--- src/rtl/alu_pkg.sv ---
// Shared definitions for the ALU result-path multiplexer: tree geometry
// helpers and the reset constant for data registers.
package alu_pkg;

   // Value every data bit takes while rst_n is low.
   localparam logic RST_BIT = 1'b0;

   // Number of 2:1 tree levels needed to reduce num_inputs words to one.
   function automatic int mux_levels(input int num_inputs);
      int lv;
      lv = 0;
      for (int i = 0; i < 31; i++) begin
         if ((1 << i) < num_inputs) lv = i + 1;
      end
      return lv;
   endfunction

   // Number of register stages when each stage absorbs reg_every levels.
   function automatic int mux_stages(input int levels, input int reg_every);
      return (levels + reg_every - 1) / reg_every;
   endfunction

   // True for powers of two that are at least 2.
   function automatic bit is_pow2(input int n);
      return (n >= 2) && ((n & (n - 1)) == 0);
   endfunction

endpackage

--- src/rtl/mux2_param.sv ---
// One tree node: a WIDTH-bit 2:1 multiplexer, y = s ? b : a.
module mux2_param #(
   parameter int WIDTH = 32
) (
   input  logic [WIDTH-1:0] a,
   input  logic [WIDTH-1:0] b,
   input  logic             s,
   output logic [WIDTH-1:0] y
);

   assign y = s ? b : a;

endmodule

--- src/rtl/mux_tree_pipe.sv ---
// Pipelined NUM_INPUTS:1 word multiplexer. The binary select is consumed
// one bit per tree level (LSB first); a register stage closes every
// REG_EVERY levels and carries partial words, remaining select bits and a
// valid flag. Stages use a valid/ready handshake so the pipe compacts and
// streams one beat per cycle.
module mux_tree_pipe
   import alu_pkg::*;
#(
   parameter  int WIDTH      = 32,
   parameter  int NUM_INPUTS = 8,
   parameter  int REG_EVERY  = 1,
   localparam int LEVELS     = mux_levels(NUM_INPUTS),
   localparam int STAGES     = mux_stages(LEVELS, REG_EVERY),
   localparam int SEL_W      = (LEVELS > 0) ? LEVELS : 1
) (
   input  logic                        clk,
   input  logic                        rst_n,
   input  logic [NUM_INPUTS*WIDTH-1:0] in_data,
   input  logic [SEL_W-1:0]            in_sel,
   input  logic                        in_valid,
   output logic                        in_ready,
   output logic [WIDTH-1:0]            out_data,
   output logic                        out_valid,
   input  logic                        out_ready
);

   // Reject geometries the tree cannot be built for.
   if (!is_pow2(NUM_INPUTS)) begin : g_bad_inputs
      $error("mux_tree_pipe: NUM_INPUTS=%0d must be a power of two >= 2", NUM_INPUTS);
   end
   if ((REG_EVERY < 1) || (REG_EVERY > LEVELS)) begin : g_bad_reg_every
      $error("mux_tree_pipe: REG_EVERY=%0d must be in 1..%0d", REG_EVERY, LEVELS);
   end
   if (WIDTH < 1) begin : g_bad_width
      $error("mux_tree_pipe: WIDTH=%0d must be >= 1", WIDTH);
   end

   logic [STAGES-1:0] stage_valid;
   logic [STAGES:0]   stage_ready;

   // Ready ripples back from the sink: a stage can load when it is empty
   // or when the stage after it is taking its current beat.
   always_comb begin
      // NOTE: assign every always_comb output up front so no path leaves it unassigned (no latch).
      stage_ready         = '0;
      stage_ready[STAGES] = out_ready;
      for (int s = STAGES - 1; s >= 0; s--) begin
         stage_ready[s] = !stage_valid[s] || stage_ready[s+1];
      end
   end

   for (genvar s = 0; s < STAGES; s++) begin : g_stage
      localparam int L_LO    = s * REG_EVERY;
      localparam int L_HI    = ((s + 1) * REG_EVERY < LEVELS) ? (s + 1) * REG_EVERY : LEVELS;
      localparam int N_LVL   = L_HI - L_LO;
      localparam int W_IN    = NUM_INPUTS >> L_LO;
      localparam int W_OUT   = NUM_INPUTS >> L_HI;
      localparam int SEL_IN  = LEVELS - L_LO;
      localparam int SEL_OUT = LEVELS - L_HI;

      logic [W_IN*WIDTH-1:0]  src_data;
      logic [SEL_IN-1:0]      src_sel;
      logic                   src_valid;
      logic [W_OUT*WIDTH-1:0] data_d;
      logic [W_OUT*WIDTH-1:0] data_q;
      logic                   valid_q;

      if (s == 0) begin : g_src_port
         assign src_data  = in_data;
         assign src_sel   = in_sel;
         assign src_valid = in_valid;
      end else begin : g_src_reg
         assign src_data  = g_stage[s-1].data_q;
         assign src_sel   = g_stage[s-1].g_sel.sel_q;
         assign src_valid = g_stage[s-1].valid_q;
      end

      // Tree levels inside this stage; bit l of src_sel steers level L_LO+l.
      for (genvar l = 0; l < N_LVL; l++) begin : g_lvl
         localparam int N_NODE = W_IN >> (l + 1);

         logic [2*N_NODE*WIDTH-1:0] lvl_in;
         logic [N_NODE*WIDTH-1:0]   lvl_out;

         if (l == 0) begin : g_first
            assign lvl_in = src_data;
         end else begin : g_next
            assign lvl_in = g_lvl[l-1].lvl_out;
         end

         for (genvar k = 0; k < N_NODE; k++) begin : g_node
            mux2_param #(
               .WIDTH (WIDTH)
            ) u_mux (
               .a (lvl_in[(2*k)*WIDTH +: WIDTH]),
               .b (lvl_in[(2*k+1)*WIDTH +: WIDTH]),
               .s (src_sel[l]),
               .y (lvl_out[k*WIDTH +: WIDTH])
            );
         end
      end

      assign data_d         = g_lvl[N_LVL-1].lvl_out;
      assign stage_valid[s] = valid_q;

      // Stage register: load the reduced words and upstream valid when
      // ready, otherwise hold; synchronous clear on reset.
      always_ff @(posedge clk) begin
         // NOTE: sequential state uses non-blocking assignments so every flop samples pre-edge values.
         if (!rst_n) begin
            valid_q <= 1'b0;
            data_q  <= {(W_OUT*WIDTH){RST_BIT}};
         end else if (stage_ready[s]) begin
            valid_q <= src_valid;
            data_q  <= data_d;
         end
      end

      // Select bits not yet consumed travel with the partial words.
      if (SEL_OUT > 0) begin : g_sel
         logic [SEL_OUT-1:0] sel_q;

         // Carry the upper select bits alongside the data register.
         always_ff @(posedge clk) begin
            if (!rst_n) begin
               sel_q <= '0;
            end else if (stage_ready[s]) begin
               sel_q <= src_sel[SEL_IN-1:N_LVL];
            end
         end
      end
   end

   assign in_ready  = stage_ready[0];
   assign out_valid = stage_valid[STAGES-1];
   assign out_data  = g_stage[STAGES-1].data_q;

endmodule

--- config.mk ---
export PLATFORM = sky130hd
export DESIGN_NAME = mux_tree_pipe
export DESIGN_NICKNAME = d
export VERILOG_FILES = /design/src/rtl/alu_pkg.sv /design/src/rtl/mux2_param.sv /design/src/rtl/mux_tree_pipe.sv
export SDC_FILE = /design/constraint.sdc
export NUM_CORES = 1
export LEC_CHECK = 0
export ABC_AREA = 1
export BUFFER_PORTS_ARGS = -buffer_cell sky130_fd_sc_hd__buf_2
export CORE_ASPECT_RATIO = 1.1
export CORE_UTILIZATION = 49
export DETAILED_ROUTE_END_ITERATION = 6
export GPL_ROUTABILITY_DRIVEN = 0
export PLACE_DENSITY = 0.77
export REMOVE_ABC_BUFFERS = 1
export SETUP_SLACK_MARGIN = 0.3
export SLEW_MARGIN = 20
export SYNTH_ARGS = -nofsm -noshare
export SYNTH_HDL_FRONTEND = slang
export SYNTH_SLANG_ARGS = --single-unit
export TNS_END_PERCENT = 100
--- constraint.sdc ---
create_clock -name clk -period 1.2 [get_ports clk]
set_clock_uncertainty 0.2 [all_clocks]
set_input_delay 0.18 -clock clk [delete_from_list [all_inputs] [get_ports clk]]
set_output_delay 0.18 -clock clk [all_outputs]
set_load 0.05 [all_outputs]
==> impl_metrics.toml <==
[status]
run_status = "complete, but fails checks"
violations = "hold timing, setup timing"

[worst_setup_path]
setup.worst_path.start_class = "flip-flop"
crit_path_top_delay_cell = "dfxtp_2"
reg2reg_slack_ps = -690
cp_slowest_stage_delay_ps = 340
critPathLaunch = "g_stage[1].valid_q"
cp_max_fo = 7
crit_required_ps = 1440
r2r_end = "g_stage[0].data_q[111]"
path_class = "reg -> reg"
cp_top_family = "buffers and inverters"
worstPathBufferInverterCount = 5
end_kind = "flip-flop"
ff2ff_path_depth = 9
crit_path_cell_trace = "nand4_1 -> buf_4 -> buf_6 -> buf_4 -> buf_12 -> buf_12 -> nand2_1 -> nand2_1 -> nor2_1"
arrival_ps = 2130
r2r-start = "g_stage[1].valid_q"

[timing]
hold_ws_ps = -162
hold_viol_final = 136
rsz0062_at_grt = "true"
setup_violations = 264
tightest_slew_ps = 477
finalSetupTns_ps = -121630
fmax_mhz = 528
period_share_pct = 158
worst_slack_ps = -693
final_max_slew_viol_count = 0
relSlewSlack_pct = 67.8
fin_crit_ps = 1890

[routing]
wl_mm = 43.4
num_vias = 14000
drt-met1-wl_mm = 16.0
wl_met3_mm = 2.63
top_layer_used = "met4"
wl_per_cell_um = 15.8
drc = 0
ant_nets = 0
wl_met2_mm = 21.9
vias_per_cell = 5.10
drtIter0Drc = 930
drt-pass1-iter-count = 5

[global_routing]
grt_usage_pct = 28.9
antenna_found_initial = 0
grt_first_pass_wirelength_mm = 58.1
overflow = 0
grt_max_degree = 62
first_global_vias = 12400

[synthesis]
synthCells = 2042
ys.flop_type = "dfxtp_1"
synth_compound_gate_area_share_pct = 9.54
syn_avg_cell_area_um2 = 5.87
synth.top_cell.area_share_pct = 38.4
synth_fa_ha_area_share_pct = 0
synth_top_family_by_area = "simple AND/OR/NAND/NOR gates"
yosys-mux-area-fraction_pct = 0
synth_area_leaders = "dfxtp_1 (38%), nor2_1 (20%), nand2_1 (14%)"
synth_cell_types = 17
synth_area_um2 = 12000
synthArstFlopShare_pct = 0
synth_edf_count = 0
yosysWarnings = 0
synth_xor_area_share_pct = 0
ys_ff_latch = 230
synth-simple-area-share_pct = 36.2
yosysTopAreaCell = "dfxtp_1"
synth-seq-area-share_pct = 38.4
yosysMostFrequentCell = "nor2_1"
synthTopCellsByCount = "nor2_1 (644), nand2_1 (455), inv_1 (327)"

[power]
power_w = 0.0195
leakage_nw = 10.4
powerDensity_nw_per_um2 = 1030
ir_drop_mv = 0.761

[clock_network]
cts_num_sinks = 230
clk_path_buf_depth = 3
htreeDepth = 1
ctsHoldBuffers = 3
cts_buffers = 23
clkLatencyLatePin_ps = 530
path_clk_slew_ps = 70
cts_tree = "done"
cts-root-buf = "clkbuf_16"

[final_layout]
finalNetCount = 2683
finalInstanceArea_um2 = 19000
diodes = 0
syn_to_final_growth_pct = 58.0
drive_gt1_share_pct = 36.4
fin_util_pct = 79.5

[job]
max_cap_violations = 0

[floorplan]
coreArea_um2 = 23800
die-area_um2 = 25100
rows = 59
die_h_um = 166
initial_utilization_pct = 50.3
fp.dieW_um = 151
io_pins = 297

[min_path]
min_from = "in_data[243]"
hold_end = "g_stage[0].data_q[115]"
hold_path_class = "in -> reg"
hold_depth = 7

[placed_design]
placed_area_um2 = 13900
dp_hpwl_mm = 19.1
portBuffers = 296
-- repair_timing --
action | 4_1_cts | 5_1_grt
gates resized for setup | 482 | 253
buffers inserted | 31 | 24
pin swaps | 87 | 125
endpoints found under the hold margin | 198 | 146
setup endpoints to repair | 264 | 264
cloned | 45 | 10
-- per-layer routing --
metal	GRT usage, %	vias to the layer above
li1	-	6748
met1	32.0	6366
met2	53.6	646
met3	4.04	217
met4	12.7	0
met5	0	-
-- power breakdown --
part / total [W] / internal (W) / leakage [nW] / switching [W]
clock network: 0.00743 / 0.00419 / 0.366 / 0.00323
logic: 0.00356 / 0.00157 / 8.12 / 0.00199
registers: 0.00849 / 0.00812 / 1.92 / 0.000376
-- tightest hold or removal path, delay by kind of cell --
family / cells / cell delay, ps
AND/OR/NAND/NOR: 5 / 240
buffers and inverters: 2 / 110
-- stage by stage --
stage	std cells	setup WS, ps
global placement	2587	-209
floorplan	1919	-6720
global route	2741	-752
finish	2741	-693
detailed placement	2587	-241
CTS	2707	-456
-- registers in the layout (all words and copies together) (netlist names) --
name and cells:
g_stage.g_sel.sel_q 3, g_stage.data_q 192, g_stage.valid_q 2, out_data 32, out_valid 1
-- how the worst max path moves through the flow --
stage | slack, ps | depth (start not counted) | endpoint
finish | -690 | 9 | g_stage[0].data_q[111]
global route | -750 | 9 | g_stage[0].data_q[112]
CTS | -460 | 3 | in_ready
detailed placement | -240 | 6 | g_stage[0].data_q[31]
global placement | -210 | 8 | g_stage[0].data_q[31]
floorplan | -6720 | 2 | g_stage[0].valid_q
-- cells in the final DEF (no fill, tap or decap), types with 5 or more instances in the layout --
cell type	Yosys	routed
a21oi_1	35	8
clkbuf_16	0	34
o21ai_4	0	6
buf_12	0	42
nor2_2	0	49
buf_4	12	59
buf_8	0	39
clkbuf_8	0	5
o21ai_2	0	54
or2_2	32	32
dfxtp_2	0	33
o21ai_0	173	99
buf_6	15	15
nor2_1	644	523
inv_1	327	326
buf_16	0	47
buf_2	46	260
nor2_4	0	72
a21oi_2	0	25
nand2_2	0	61
nand2_4	0	35
o21ai_1	19	33
dfxtp_1	230	193
nand2_1	455	358
-- cell families after synthesis --
family | count (synthesis)
buffers and inverters | 451
AOI/OAI and AO/OA | 228
and+or+nand+nor | 1133
DFF | 230
-- final cells by class --
cell class / instances / area, um2
Multi-Input combinational cell: 1362 / 6990
Timing Repair Buffer: 475 / 4910
Fill cell: 1469 / 4890
Sequential cell: 230 / 4660
Inverter: 328 / 1240
Clock buffer: 32 / 681
Tap cell: 305 / 382
Clock inverter: 9 / 83.8
Power figures use the tool's default switching activity.
